`src/rtl/bcd_conv_arbiter.sv`:
```
// Round-robin arbiter that shares one multi-cycle binary-to-BCD converter
// among numReq requesters. A request is granted for one LOAD cycle, the
// converter is given convLatency cycles, and the captured result is returned
// to the granted requester with a one-cycle rspValid pulse.
//
// Optional feature: define BCD_ARB_RANGE_CHECK_EN to reject operands that do
// not fit in numberOfDigits BCD digits. Such an operand is still granted, but
// the converter is not started and the requester gets rspErr=1 with a zero
// result one cycle later. Without the macro every operand is converted.
//
// state | meaning
// IDLE  | no transaction; pick next requester round-robin from rrPtr
// LOAD  | one cycle: gnt to the selected requester, converter load strobe
// WAIT  | convLatency cycles for the converter result
// DONE  | one cycle: rspValid to the served requester, advance rrPtr

module bcd_conv_arbiter #(
   parameter int numReq            = 4,
   parameter int binaryNumberWidth = 32,
   parameter int busWidth          = 4,
   parameter int numberOfDigits    = 3,
   parameter int convLatency       = 34
) (
   input  logic                                      clk,
   input  logic                                      rst,
   input  logic [numReq-1:0]                         req,
   input  logic [numReq-1:0][binaryNumberWidth-1:0]  reqNumber,
   output logic [numReq-1:0]                         gnt,
   output logic [numReq-1:0]                         rspValid,
   output logic [numberOfDigits-1:0][busWidth-1:0]   rspDecimal,
   output logic                                      rspErr,
   output logic                                      busy,
   output logic                                      conv_load,
   output logic [binaryNumberWidth-1:0]              conv_binaryNumber,
   input  logic [numberOfDigits-1:0][busWidth-1:0]   conv_BinaryDecimal
);

   localparam int IDXW = (numReq > 1) ? $clog2(numReq) : 1;
   localparam int CNTW = (convLatency > 1) ? $clog2(convLatency) : 1;

   localparam logic [1:0] S_IDLE = 2'd0;
   localparam logic [1:0] S_LOAD = 2'd1;
   localparam logic [1:0] S_WAIT = 2'd2;
   localparam logic [1:0] S_DONE = 2'd3;

   logic [1:0]                              state_q, state_d;
   logic [IDXW-1:0]                         rr_q, rr_d;
   logic [IDXW-1:0]                         idx_q, idx_d;
   logic [CNTW-1:0]                         cnt_q, cnt_d;
   logic [binaryNumberWidth-1:0]            op_q, op_d;
   logic [numberOfDigits-1:0][busWidth-1:0] dec_q, dec_d;
   logic                                    err_q, err_d;

   logic            sel_found;
   logic [IDXW-1:0] sel_idx;
   logic [IDXW-1:0] cand;
   logic            range_err;

   // First pending requester at or after the round-robin pointer, wrapping.
   always_comb begin
      sel_found = 1'b0;
      sel_idx   = '0;
      cand      = '0;
      for (int i = 0; i < numReq; i++) begin
         cand = IDXW'((int'(rr_q) + i) % numReq);
         if (!sel_found && req[cand]) begin
            sel_found = 1'b1;
            sel_idx   = cand;
         end
      end
   end

`ifdef BCD_ARB_RANGE_CHECK_EN
   localparam logic [binaryNumberWidth-1:0] MAX_OPERAND =
      binaryNumberWidth'(10**numberOfDigits - 1);
   assign range_err = (reqNumber[sel_idx] > MAX_OPERAND);
`else
   assign range_err = 1'b0;
`endif

   // Next-state logic for the transaction FSM and its datapath registers.
   always_comb begin
      state_d = state_q;
      rr_d    = rr_q;
      idx_d   = idx_q;
      cnt_d   = cnt_q;
      op_d    = op_q;
      dec_d   = dec_q;
      err_d   = err_q;
      case (state_q)
         S_IDLE: begin
            if (sel_found) begin
               idx_d   = sel_idx;
               op_d    = reqNumber[sel_idx];
               err_d   = range_err;
               state_d = S_LOAD;
            end
         end
         S_LOAD: begin
            cnt_d = '0;
            if (err_q) begin
               // Rejected operand: skip the converter, report a zero result.
               dec_d   = '0;
               state_d = S_DONE;
            end else begin
               state_d = S_WAIT;
            end
         end
         S_WAIT: begin
            if (cnt_q == CNTW'(convLatency - 1)) begin
               dec_d   = conv_BinaryDecimal;
               state_d = S_DONE;
            end else begin
               cnt_d = cnt_q + 1'b1;
            end
         end
         S_DONE: begin
            rr_d    = (idx_q == IDXW'(numReq - 1)) ? '0 : idx_q + 1'b1;
            state_d = S_IDLE;
         end
         default: state_d = S_IDLE;
      endcase
   end

   // State and datapath registers; reset aborts any transaction in flight.
   always_ff @(posedge clk or posedge rst) begin
      if (rst) begin
         state_q <= S_IDLE;
         rr_q    <= '0;
         idx_q   <= '0;
         cnt_q   <= '0;
         op_q    <= '0;
         dec_q   <= '0;
         err_q   <= 1'b0;
      end else begin
         state_q <= state_d;
         rr_q    <= rr_d;
         idx_q   <= idx_d;
         cnt_q   <= cnt_d;
         op_q    <= op_d;
         dec_q   <= dec_d;
         err_q   <= err_d;
      end
   end

   // One-hot grant and response pulses decoded from state and served index.
   always_comb begin
      gnt      = '0;
      rspValid = '0;
      if (state_q == S_LOAD) gnt[idx_q] = 1'b1;
      if (state_q == S_DONE) rspValid[idx_q] = 1'b1;
   end

   assign busy              = (state_q != S_IDLE);
   assign conv_load         = (state_q == S_LOAD) && !err_q;
   assign conv_binaryNumber = op_q;
   assign rspDecimal        = dec_q;

`ifdef BCD_ARB_RANGE_CHECK_EN
   assign rspErr = (state_q == S_DONE) && err_q;
`else
   assign rspErr = 1'b0;
`endif

endmodule

```
`config.mk`:
```
export PLATFORM = sky130hd
export DESIGN_NAME = bcd_conv_arbiter
export DESIGN_NICKNAME = d
export VERILOG_FILES = /design/src/rtl/bcd_conv_arbiter.sv
export SDC_FILE = /design/constraint.sdc
export NUM_CORES = 1
export LEC_CHECK = 0
export BUFFER_PORTS_ARGS = -buffer_cell sky130_fd_sc_hd__buf_4
export CORE_MARGIN = 2
export CORE_UTILIZATION = 45
export DETAILED_ROUTE_END_ITERATION = 16
export HOLD_SLACK_MARGIN = 0.15
export PLACE_DENSITY = 0.82
export RECOVER_POWER = 100
export SETUP_SLACK_MARGIN = 0.3
export SLEW_MARGIN = 20
export SYNTH_ARGS = -nofsm -noshare
export SYNTH_HDL_FRONTEND = slang
export SYNTH_SLANG_ARGS = --single-unit
```
`constraint.sdc`:
```
create_clock -name clk -period 2.55 [get_ports clk]
set_clock_uncertainty 0.15 [all_clocks]
set_input_delay 0.1275 -clock clk [delete_from_list [all_inputs] [get_ports clk]]
set_output_delay 0.1275 -clock clk [all_outputs]
set_load 0.05 [all_outputs]
```
==> results.md, run 1 <==
- Yosys warns: 0
- Number of sinks driven by the clock tree: 56
- Cell chosen for the clock root: sky130_fd_sc_hd__clkbuf_8
- Portion of synthesized cell area occupied by the leading cell type: 40.3%
- Synthesis-stage register bit count: 56
- Effective utilization at floorplan: 45.8%
- Clock buffers created by TritonCTS: 5
- X dimension of the die: 92.0 um
- Most area-consuming cells after synthesis: sky130_fd_sc_hd__dfrtp_1 (40%), sky130_fd_sc_hd__a211oi_1 (14%), sky130_fd_sc_hd__mux2i_1 (9.5%)
- Most instantiated cells after synthesis: sky130_fd_sc_hd__a211oi_1 (64), sky130_fd_sc_hd__dfrtp_1 (56), sky130_fd_sc_hd__nor2_1 (37)
- Top-level I/O count: 201
- Max H-tree Level: 2
- Port buffer count: 199
- Number of instances in the synthesized netlist: 333
- Post-synth top area cell: sky130_fd_sc_hd__dfrtp_1
- Post-synthesis instance area: 3480 sq um
- Die extent in y: 92.0 um
- Err: [ERROR RSZ-0060] Max buffer count reached.
- Net Count, Synth: 490
- Number of synthesized flops with an enable pin: 0
- Sum of net half-perimeters after detailed placement: 7.94 mm
- Distinct cell type count of the synthesized netlist: 38
- Number of buffers between clock root and the deepest sink: 2
- Buffer count from post-CTS setup fixing: 0
- Post-cts resize count: 1
- Syn avg cell area: 10.5 sq um
- Routability-driven placement congestion ratio: 0.795
- Outcome: did not finish
- Share of flip-flops with an asynchronous set or reset: 100%
- Most instantiated library cell after synthesis: sky130_fd_sc_hd__a211oi_1
- Placement Rows: 32
- Post-synth top flop: sky130_fd_sc_hd__dfrtp_1
- Sequential-to-total area share from yosys stat: 40.3%
- Post-CTS Hold Buffers: 126
- Failing step: clock tree synthesis (4_1_cts)
-- logic make-up after synthesis --
family,share of synthesized area (%)
AO/OA/AOI/OAI,24.9
XOR/XNOR,0.755
adder cells (fa/ha/maj),3.95
buffers and inverters,5.43
flip-flops,40.3
multiplexers,15.1
other,0.108
AND/OR/NAND/NOR,9.49
-- through the flow --
step,util (%),hold slack [ns],setup WS [ns],cell area [sq um],cells
floorplan,-,0.126,0.348,3480,333
global placement,66.9,-0.0348,0.452,5090,619
detailed placement,66.9,-0.0345,0.294,5090,619
==> run 2: changes to the inputs <==
--- a/config.mk
+++ b/config.mk
@@ -7,12 +7,10 @@
 export LEC_CHECK = 0
 export BUFFER_PORTS_ARGS = -buffer_cell sky130_fd_sc_hd__buf_4
 export CORE_MARGIN = 2
-export CORE_UTILIZATION = 45
+export CORE_UTILIZATION = 35
 export DETAILED_ROUTE_END_ITERATION = 16
-export HOLD_SLACK_MARGIN = 0.15
-export PLACE_DENSITY = 0.82
+export PLACE_DENSITY_LB_ADDON = 0.15
 export RECOVER_POWER = 100
-export SETUP_SLACK_MARGIN = 0.3
 export SLEW_MARGIN = 20
 export SYNTH_ARGS = -nofsm -noshare
 export SYNTH_HDL_FRONTEND = slang
==> run 2 against run 1 <==
  * The flow now finishes, with violations (hold timing)
  * Synthesized cell count stayed put
  * Synthesized area stayed put
==> results.md, run 2 <==
- Outcome: complete, but fails checks
- Failing checks: hold timing
- Post-layout net count: 711
- Maximum number of pins on one net before global-route repair: 44
- Sum of net half-perimeters after detailed placement: 7.94 mm
- Final TNS setup: 0 ns
- Number of max-capacitance violations reported: 0
- Remaining design rule violation count: 0
- GRT busiest layer: met2
- Sequence of cells on the critical path: inv_1, ha_1, or4b_1, o21ai_4, a21boi_0, mux2_2
- Most common cell after layout, fill and taps aside: sky130_fd_sc_hd__buf_4
- Top-level I/O count: 201
- Antenna viol nets, final: 0
- Post-synth top flop: sky130_fd_sc_hd__dfrtp_1
- Most area-consuming cells after synthesis: sky130_fd_sc_hd__dfrtp_1 (40%), sky130_fd_sc_hd__a211oi_1 (14%), sky130_fd_sc_hd__mux2i_1 (9.5%)
- Number of sinks driven by the clock tree: 56
- Placement Rows: 36
- Final Cell Area: 5310 sq um
- Via Count: 3537
- TritonCTS clock tree: built
- Worst min-delay path class: input port to flip-flop
- Portion of synthesized cell area occupied by the leading cell type: 40.3%
- Die extent in y: 104 um
- Maximum VDD drop: 0.536 mV
- Core box area: 9730 sq um
- Longest individual stage delay on the worst path: 0.48 ns
- Worst-path clk slew: 0.11 ns
- Element type at the critical path start: flip-flop
- Max Fanout on Critical Path: 8
- Number of DRC violations after detailed-routing iteration 0: 99
- Leakage power summed over all cells: 2.32 nW
- Share of total power consumed by net switching: 55.4%
- Area delta synth->final: 52.6%
- Grt met3 use: 5.03%
- Distinct cell type count of the synthesized netlist: 38
- Number of instances in the synthesized netlist: 333
- Sequential-to-total area share from yosys stat: 40.3%
- Unrepaired setup endpoints after global routing: no
- Max Transition Viols Final: 0
- Max stage delay cell, worst path: sky130_fd_sc_hd__or4b_1
- Number of buffers between clock root and the deepest sink: 2
- Leading cell types in the layout, fill and taps excluded: sky130_fd_sc_hd__buf_4 (151), sky130_fd_sc_hd__a211oi_1 (64), sky130_fd_sc_hd__dfrtp_1 (56)
- Fin. Hold Viols: 2
- Worst-Margin Slew: 1.15 ns
- Port buffer count: 199
- First-pass GRT wire length: 18.6 mm
- Total routing usage reported by global routing: 21.0%
- Die Footprint: 10800 sq um
- Vias in the first global route: 3740
- Hold WS: -0.00214 ns
- Buffer count from post-CTS setup fixing: 0
- Required arrival time at the worst endpoint: 2.61 ns
- Routability-driven placement congestion ratio: 0.782
- Overall power after layout: 0.00604 W
- Routed length per placed instance: 16.5 um
- Syn avg cell area: 10.5 sq um
- Total net switching power: 0.00335 W
- GR Overflow Total: 0
- Cell chosen for the clock root: sky130_fd_sc_hd__clkbuf_8
- Met2 capacity usage during global routing: 35.9%
- Fraction of power consumed by combinational cells: 64.9%
- Share of flip-flops with an asynchronous set or reset: 100%
- Net Count, Synth: 490
- Post-route clock period utilization: 89.6%
- Clock buffers created by TritonCTS: 5
- Number of antenna diodes: 0
- Achievable frequency: 438 MHz
- Clock network fraction of total power: 8.8%
- Fraction of layout instances using a drive strength above 1: 31.7%
- Crit path time final: 2.29 ns
- TritonRoute pass-1 iters: 5
- Insertion delay of the later-clocked pin in the worst-skew pair: 0.31 ns
- Power density cells: 1140 nW/um^2
- Vias per cell: 5.14
- Placement-stage cell area: 5140 sq um
- Yosys warns: 0
- Final-report setup violation count: 0
- Sequential group share of total power: 26.4%
- Post-cts resize count: 0
- Max H-tree Level: 2
- Max FFs per register: 32
- X dimension of the die: 104 um
- Synthesis-stage register bit count: 56
- Endpoint kind of the worst setup timing path: flip-flop
- Most instantiated cells after synthesis: sky130_fd_sc_hd__a211oi_1 (64), sky130_fd_sc_hd__dfrtp_1 (56), sky130_fd_sc_hd__nor2_1 (37)
- Effective utilization at floorplan: 35.8%
- Overall routed net length: 11.3 mm
- Setup CP Type: flip-flop to flip-flop
- Slew margin rel.: 23.0%
- Global routing usage on met1: 26.6%
- Antenna violations before repair: 0
- Post-synthesis instance area: 3480 sq um
- Post-Route Utilization: 54.6%
- Post-synth top area cell: sky130_fd_sc_hd__dfrtp_1
- Number of synthesized flops with an enable pin: 0
- Arrival time at the worst endpoint: 2.34 ns
- Most instantiated library cell after synthesis: sky130_fd_sc_hd__a211oi_1
- Internal power contribution: 0.00270 W
run 2: cell counts after synthesis:
No cell type changed its count.
run 2: stage by stage:
step	worst slack, ns	cells
floorplan	0.348	333
global placement	0.322	647
detailed placement	0.269	647
CTS	0.259	688
global route	0.0735	688
finish	0.265	688
run 2: final cells by class:
type,count,area [sq um]
inverter,12,45.0
tap,133,166
multi-input combinational,238,1890
timing repair buffer,241,1710
clock buffer,5,68.8
sequential,56,1400
fill,940,4420
clock inverter,3,25.0
run 2: path summary, 6_finish.rpt:
| kind | startpoint | end | slack, ns | cells past startpoint |
|---|---|---|---|---|
| worst max-delay path | cnt_q[1] | state_q[1] | 0.26 | 6 |
| worst min-delay path | reqNumber[66] | conv_binaryNumber[2] | -0.002 | 3 |
| worst max register to register | cnt_q[1] | state_q[1] | 0.26 | 6 |
| worst min register to register | rspDecimal[5] | rspDecimal[5] | 0.35 | 1 |
| max in group asynchronous | rst | conv_binaryNumber[20] | 1.00 | 4 |
| min in group asynchronous | rst | rspDecimal[1] | 0.52 | 3 |
run 2: worst max-delay path: cells and delay by family, from the launching register on:
family | cells | cell delay [ns]
adders and majority gates | 1 | 0.12
muxes | 1 | 0.37
DFF | 1 | 0.42
buffers and inverters | 1 | 0.06
AOI/OAI and AO/OA | 2 | 0.58
and+or+nand+nor | 1 | 0.48
run 2: kinds of logic (layout without fill, tap and decap cells):
kind of cell	Yosys count	in the layout	share of synthesized area, %
AOI/OAI and AO/OA	110	110	24.9
and+or+nand+nor	66	66	9.49
DFF	56	56	40.3
muxes	47	47	15.1
buffers and inverters	39	261	5.43
adders and majority gates	11	11	3.95
xor gates and xnor gates	3	3	0.755
other	1	1	0.108
run 2: repair_timing:
item	in CTS	in global routing
setup endpoints to repair	0	0
hold buffers	33	0
hold endpoints to repair	53	0
run 2: layer usage:
metal	part of all wire (%)	vias up
li1	-	1694
met1	43	1649
met2	47	168
met3	6.9	26
met4	2.4	0
met5	0	-
run 2: power by group through the flow:
stage | Combinational (W) | Sequential (W) | Clock (W)
after floorplan | 0.00191 | 0.00280 | 0
after global placement | 0.00436 | 0.00161 | 0
after detailed placement | 0.00439 | 0.00162 | 0
after CTS | 0.00444 | 0.00160 | 0.000555
after global routing | 0.00424 | 0.00165 | 0.000577
final | 0.00392 | 0.00159 | 0.000531
Power figures use the tool's default switching activity.
==> run 3: changes to the inputs <==
--- a/config.mk
+++ b/config.mk
@@ -9,7 +9,7 @@
 export CORE_MARGIN = 2
 export CORE_UTILIZATION = 35
 export DETAILED_ROUTE_END_ITERATION = 16
-export PLACE_DENSITY_LB_ADDON = 0.15
+export PLACE_DENSITY = 0.71
 export RECOVER_POWER = 100
 export SLEW_MARGIN = 20
 export SYNTH_ARGS = -nofsm -noshare
==> run 3 against run 2 <==
  * The flow now finishes without violations
  * Routed wire length shrank 5.5%
  * Cell count fell by 2.8%
  * Via count fell by 3.3%
  * Clock-buffer cell count grew 1
  * Largest power group unchanged
  * Sequential share of layout area grew 1.2 points
  * Flip-flop and latch count unchanged
  * Combinational power is essentially flat
  * Critical path depth unchanged
  * Utilization fell by 2.4 points
  * Highest routed layer unchanged
  * Sequential power about the same
  * Global-route usage down 1.4 points
==> results.md, run 3 (same netlist as run 2, synthesis figures left out) <==
- Die Footprint: 10800 sq um
- Final setup margin: 0.229 ns
- TritonCTS clock tree: built
- Buffer count from post-CTS setup fixing: 0
- Number of antenna diodes: 0
- GR Overflow Total: 0
- Post-Route Utilization: 52.2%
- Longest individual stage delay on the worst path: 0.48 ns
- Cell family with the largest share of critical-path delay: compound AO/OA/AOI/OAI gates
- Overall routed net length: 10.7 mm
- Fin. Hold Viols: 0
- Die extent in y: 104 um
- Antenna violations before repair: 0
- Routability-driven placement congestion ratio: 0.879
- Outcome: finished, final reports clean
- Leakage power summed over all cells: 2.23 nW
- Max Fanout on Critical Path: 8
- Power density cells: 1170 nW/um^2
- Number of DRC violations after detailed-routing iteration 0: 75
- R2r startpoint: cnt_q[1]
- Required arrival time at the worst endpoint: 2.59 ns
- Overall power after layout: 0.00595 W
- Number of buffers between clock root and the deepest sink: 2
- First-pass GRT wire length: 17.4 mm
- Fraction of power consumed by combinational cells: 65.4%
- Port buffer count: 199
- Insertion delay of the later-clocked pin in the worst-skew pair: 0.30 ns
- Post-route clock period utilization: 91.0%
- Hold WS: 0.00176 ns
- Crit path time final: 2.32 ns
- Total net switching power: 0.00329 W
- Sum of net half-perimeters after detailed placement: 8.10 mm
- Placement Rows: 36
- Hold path start: reqNumber[64]
- Share of total power consumed by net switching: 55.2%
- Effective utilization at floorplan: 35.8%
- Max FFs per register: 32
- Setup CP Type: flip-flop to flip-flop
- Achievable frequency: 431 MHz
- Max Transition Viols Final: 0
- Number of max-capacitance violations reported: 0
- Arrival time at the worst endpoint: 2.36 ns
- Maximum VDD drop: 0.488 mV
- Endpoint kind of the worst setup timing path: flip-flop
- Leading cell types in the layout, fill and taps excluded: sky130_fd_sc_hd__buf_4 (151), sky130_fd_sc_hd__a211oi_1 (64), sky130_fd_sc_hd__clkbuf_1 (56), sky130_fd_sc_hd__dfrtp_1 (56), sky130_fd_sc_hd__nor2_1 (35)
- Via Count: 3420
- Max stage delay cell, worst path: sky130_fd_sc_hd__or4b_1
- Area delta synth->final: 46.0%
- Element type at the critical path start: flip-flop
- X dimension of the die: 104 um
- Vias per cell: 5.11
- Core box area: 9730 sq um
- Max H-tree Level: 2
- Maximum number of pins on one net before global-route repair: 41
- Worst Setup SP: cnt_q[1]
- Clock buffers created by TritonCTS: 5
- Sequence of cells on the critical path: inv_1, ha_1, or4b_1, o21ai_4, a21boi_0, mux2_2
- Antenna viol nets, final: 0
- Most common cell after layout, fill and taps aside: sky130_fd_sc_hd__buf_4
- Crit path buffers/inverters: 1
- Unrepaired setup endpoints after global routing: no
- Worst min-delay path class: input port to flip-flop
- Final-report setup violation count: 0
- Vias in the first global route: 3577
- TritonRoute pass-1 iters: 4
- Internal power contribution: 0.00266 W
- Total routing usage reported by global routing: 19.6%
- Placement-stage worst setup slack: 0.278 ns
- Sequential group share of total power: 26.8%
- Slew margin rel.: 41.6%
- Routed length per placed instance: 16.0 um
- Number of sinks driven by the clock tree: 56
- Cell chosen for the clock root: sky130_fd_sc_hd__clkbuf_8
- Clock network fraction of total power: 7.8%
- Fraction of layout instances using a drive strength above 1: 32.6%
- Worst-path clk slew: 0.10 ns
- Final TNS setup: 0 ns
- Remaining design rule violation count: 0
- Top-level I/O count: 201
- Post-layout net count: 693
- Worst-Margin Slew: 0.876 ns
[run 3: cell count changes in the layout (fill, tap and decap cells not counted)]
cell	before	now
sky130_fd_sc_hd__clkinv_2	0	1
sky130_fd_sc_hd__clkbuf_1	54	56
sky130_fd_sc_hd__clkinvlp_4	1	0
sky130_fd_sc_hd__o21ai_4	2	1
sky130_fd_sc_hd__dlygate4sd3_1	33	13
sky130_fd_sc_hd__buf_12	2	1
sky130_fd_sc_hd__o21ai_2	0	1
sky130_fd_sc_hd__inv_6	2	0
sky130_fd_sc_hd__clkbuf_2	0	2
[run 3: cell type report]
type,count,area (sq um)
inverters,12,45.0
fillers,976,4650
well taps,133,166
clock buffers,6,72.6
multi-input cells,238,1880
clock inverters,1,5.00
repair buffers,223,1510
flip-flops and latches,56,1400
[run 3: worst paths after layout]
check | cells past startpoint | slack [ns] | end
max in group asynchronous | 4 | 0.48 | state_q[1]
min in group asynchronous | 3 | 0.41 | rspDecimal[10]
hold reg to reg | 1 | 0.35 | rspDecimal[6]
setup / recovery | 6 | 0.23 | state_q[1]
setup reg to reg | 6 | 0.23 | state_q[1]
hold / removal | 3 | 0.002 | conv_binaryNumber[0]
[run 3: routing by layer]
metal	vias up	share of wire, %	global-route usage (%)	wire [um]
met5	-	0	0	0
met4	0	1.7	4.73	185
met3	18	6.2	4.41	667
met2	149	51	34.9	5440
met1	1600	41	24.2	4410
li1	1653	-	-	-
[run 3: power by group through the flow]
stage               combinational (W)  sequential (W)  clock, W
floorplan                     0.00191         0.00280         0
global placement              0.00434         0.00160         0
detailed placement            0.00439         0.00162         0
CTS                           0.00441         0.00161  0.000480
global route                  0.00419         0.00166  0.000502
finish                        0.00389         0.00160  0.000465
[run 3: repair_timing]
action | 4_1_cts | 5_1_grt
gates resized for setup | 0 | 0
hold buffers | 13 | 0
endpoints found under the hold margin | 34 | 0
[run 3: stage by stage]
stage | cells | area, sq um
3_5_place_dp | 649 | 5150
4_1_cts | 669 | 5360
2_1_floorplan | 333 | 3480
5_1_grt | 669 | 5080
6_report | 669 | 5080
3_3_place_gp | 649 | 5150
[run 3: worst min-delay path, delay by kind of cell]
kind | cells | cell delay (ns)
buffers and inverters | 1 | 0.11
multiplexers | 1 | 0.11
AO/OA/AOI/OAI | 1 | 0.08
==> run 4: changes to the inputs <==
--- a/config.mk
+++ b/config.mk
@@ -5,11 +5,12 @@
 export SDC_FILE = /design/constraint.sdc
 export NUM_CORES = 1
 export LEC_CHECK = 0
+export ABC_AREA = 1
 export BUFFER_PORTS_ARGS = -buffer_cell sky130_fd_sc_hd__buf_4
 export CORE_MARGIN = 2
 export CORE_UTILIZATION = 35
 export DETAILED_ROUTE_END_ITERATION = 16
-export PLACE_DENSITY = 0.71
+export PLACE_DENSITY = 0.69
 export RECOVER_POWER = 100
 export SLEW_MARGIN = 20
 export SYNTH_ARGS = -nofsm -noshare
==> run 4 against run 3 <==
  * Synthesized cell count increased by 79%
  * Hold slack barely moved
  * Non-clock buffer count up 31
  * Final area rose by 18%
  * Critical endpoint is now conv_binaryNumber[20]
  * Largest cell class unchanged
  * Largest power group unchanged
==> results.md, run 4 <==
- Post-synth top flop: sky130_fd_sc_hd__dfrtp_1
- Maximum number of pins on one net before global-route repair: 51
- Post-synthesis instance area: 4020 sq um
- Cell family with the largest share of critical-path delay: simple AND/OR/NAND/NOR gates
- Die Footprint: 12400 sq um
- Buffer count from post-CTS setup fixing: 0
- Most area-consuming cells after synthesis: sky130_fd_sc_hd__dfrtp_1 (35%), sky130_fd_sc_hd__nand2_1 (21%), sky130_fd_sc_hd__nand3_1 (11%)
- Leading cell types in the layout, fill and taps excluded: sky130_fd_sc_hd__nand2_1 (227), sky130_fd_sc_hd__buf_4 (147), sky130_fd_sc_hd__inv_1 (95)
- Core box area: 11300 sq um
- Port buffer count: 199
- Sequential-to-total area share from yosys stat: 34.9%
- Portion of synthesized cell area occupied by the leading cell type: 34.9%
- Number of sinks driven by the clock tree: 56
- Worst-path clk slew: 0.07 ns
- Arrival time at the worst endpoint: 2.34 ns
- Dpl cells: 921
- Net Count, Synth: 753
- Leakage power summed over all cells: 3.32 nW
- First-pass GRT wire length: 20.3 mm
- Vias in the first global route: 4262
- Effective utilization at floorplan: 35.5%
- Max Fanout on Critical Path: 21
- Distinct cell type count of the synthesized netlist: 30
- Clock buffers created by TritonCTS: 5
- Placement Rows: 39
- Number of instances in the synthesized netlist: 596
- Total net switching power: 0.00492 W
- Remaining design rule violation count: 0
- Slew margin rel.: 21.0%
- Share of flip-flops with an asynchronous set or reset: 100%
- Number of instances on the worst hold path: 5
- Top-level I/O count: 201
- Max H-tree Level: 2
- Crit path buffers/inverters: 3
- Fraction of layout instances using a drive strength above 1: 23.2%
- Destination of the worst register-to-register timing path: conv_binaryNumber[20]
- Max FFs per register: 32
- Routed length per placed instance: 12.7 um
- Clock network fraction of total power: 8.4%
- Hold WS: 0.00165 ns
- Crit path time final: 2.26 ns
- TritonCTS clock tree: built
- Antenna violations before repair: 0
- Outcome: finished, final reports clean
- Longest individual stage delay on the worst path: 0.48 ns
- Post-Route Utilization: 53.0%
- X dimension of the die: 111 um
- Area delta synth->final: 49.4%
- Post-layout net count: 987
- Number of antenna diodes: 0
- Hold path start: reqNumber[4]
- Syn avg cell area: 6.74 sq um
- Overall routed net length: 12.4 mm
- Fraction of power consumed by combinational cells: 72.5%
- Routability-driven placement congestion ratio: 0.832
- Max stage delay cell, worst path: sky130_fd_sc_hd__dfrtp_2
- Most instantiated cells after synthesis: sky130_fd_sc_hd__nand2_1 (226), sky130_fd_sc_hd__inv_1 (95), sky130_fd_sc_hd__nand3_1 (88)
- R2r setup slk: 0.29 ns
- Final-report setup violation count: 0
- Setup CP Type: flip-flop to flip-flop
- Number of synthesized flops with an enable pin: 0
- Cell chosen for the clock root: sky130_fd_sc_hd__clkbuf_16
- Total routing usage reported by global routing: 19.9%
- R2r startpoint: rr_q[0]
- Antenna viol nets, final: 0
- Cell seen most often among critical-path stages: sky130_fd_sc_hd__nand2_1
- Final TNS setup: 0 ns
- Most instantiated library cell after synthesis: sky130_fd_sc_hd__nand2_1
- Synthesis-stage register bit count: 56
- Required arrival time at the worst endpoint: 2.63 ns
- Sum of net half-perimeters after detailed placement: 8.69 mm
- Fillers: 1126
- Share of total power consumed by net switching: 58.2%
- Number of max-capacitance violations reported: 0
- Number of buffers between clock root and the deepest sink: 2
- Final cell count without fillers: 974
- Internal power contribution: 0.00353 W
- Element type at the critical path start: flip-flop
- Fin. Hold Viols: 0
- Post-synth top area cell: sky130_fd_sc_hd__dfrtp_1
- Power density cells: 1410 nW/um^2
- Sequential group share of total power: 19.2%
- Yosys warns: 0
- GR Overflow Total: 0
- Number of DRC violations after detailed-routing iteration 0: 247
- Endpoint kind of the worst setup timing path: flip-flop
- Via Count: 4458
- Vias per cell: 4.58
- Worst min-delay path class: input port to flip-flop
- Max Transition Viols Final: 0
- Capture endpoint of the worst hold path: conv_binaryNumber[4]
- Sequence of cells on the critical path: inv_2, nand2_1, nand3_1, nand2_2, nor2_4, nand2_1, nor2_1, inv_2, nand2_2, clkbuf_4, nand2_1, nand3_1
- Maximum VDD drop: 0.952 mV
- TritonRoute pass-1 iters: 5
- Worst-case reg-to-reg path depth: 12
- Die extent in y: 111 um
- Achievable frequency: 443 MHz
- Post-route clock period utilization: 88.6%
- Most common cell after layout, fill and taps aside: sky130_fd_sc_hd__nand2_1
- Unrepaired setup endpoints after global routing: no
- Worst-Margin Slew: 1.18 ns
- Insertion delay of the later-clocked pin in the worst-skew pair: 0.30 ns
[run 4: cell count changes after synthesis, sizes merged, moves of 4 or more]
cell    delta
nand3     +87
mux2i     -33
nand2b     -4
and2       -8
clkbuf    -10
buf       +11
nand2    +229
inv       +89
a211oi    -64
nand3b    +10
nor2      -27
o31a      -32
or2       +22
[run 4: power groups by stage]
stage | clock, W | combinational [W] | sequential [W]
2_1_floorplan | 0 | 0.00370 | 0.00280
3_3_place_gp | 0 | 0.00641 | 0.00162
3_5_place_dp | 0 | 0.00646 | 0.00163
4_1_cts | 0.000735 | 0.00652 | 0.00163
5_1_grt | 0.000770 | 0.00681 | 0.00168
6_report | 0.000706 | 0.00613 | 0.00162
[run 4: logic make-up (layout without fill, tap and decap cells)]
kind of cell             after synthesis  after routing  synth area share, %
AND/OR/NAND/NOR                      369            370                 41.2
buffers and inverters                129            363                 14.5
flip-flops                            56             56                 34.9
AO/OA/AOI/OAI                         17             17                 2.27
multiplexers                          12             12                 3.36
adder cells (fa/ha/maj)               11             11                 3.43
other                                  1              1               0.0933
XOR/XNOR                               1              1                0.218
[run 4: what timing repair did]
| action | in CTS | in global routing |
|---|---|---|
| hold buffers | 44 | 0 |
| setup endpoints to repair | 0 | 22 |
| gates resized for setup | 0 | 4 |
| hold endpoints to repair | 51 | 0 |
[run 4: worst min-delay path: stages]
cell and delay (ns):
sky130_fd_sc_hd__buf_4 0.08, sky130_fd_sc_hd__inv_1 0.03, sky130_fd_sc_hd__nand2_1 0.05, sky130_fd_sc_hd__nand3_1 0.07
sky130_fd_sc_hd__nand3_1 0.07
[run 4: area by class of cell]
cell class	instances	area (sq um)	area share, %
Clock buffer	5	125	2.08
Clock inverter	3	23.8	0.396
Inverter	101	382	6.36
Multi-Input combinational cell	412	2040	33.9
Sequential cell	56	1400	23.4
Tap cell	143	179	2.98
Timing Repair Buffer	254	1850	30.9
[run 4: stage by stage]
step	area (sq um)	power [W]	setup slack, ns
CTS	6210	0.00888	0.229
global route	6000	0.00926	0.0404
global placement	5620	0.00803	0.288
finish	6000	0.00845	0.291
detailed placement	5620	0.00809	0.238
floorplan	4020	0.00649	0.506
[run 4: per-layer routing]
layer	vias up	wire length [um]	GRT usage [%]
met1	1999	5410	24.9
met2	160	5910	34.5
li1	2285	-	-
met4	0	129	4.69
met5	-	0	0
met3	14	913	5.36
[run 4: worst max path at each step]
stage	start	to	slack [ns]	cells past startpoint
after detailed placement	rr_q[0]	conv_binaryNumber[0]	0.24	12
after floorplan	state_q[1]	cnt_q[4]	0.51	9
after global routing	rr_q[0]	conv_binaryNumber[22]	0.04	12
final	rr_q[0]	conv_binaryNumber[20]	0.29	12
after CTS	rr_q[0]	conv_binaryNumber[0]	0.23	12
after global placement	rr_q[0]	conv_binaryNumber[21]	0.29	12
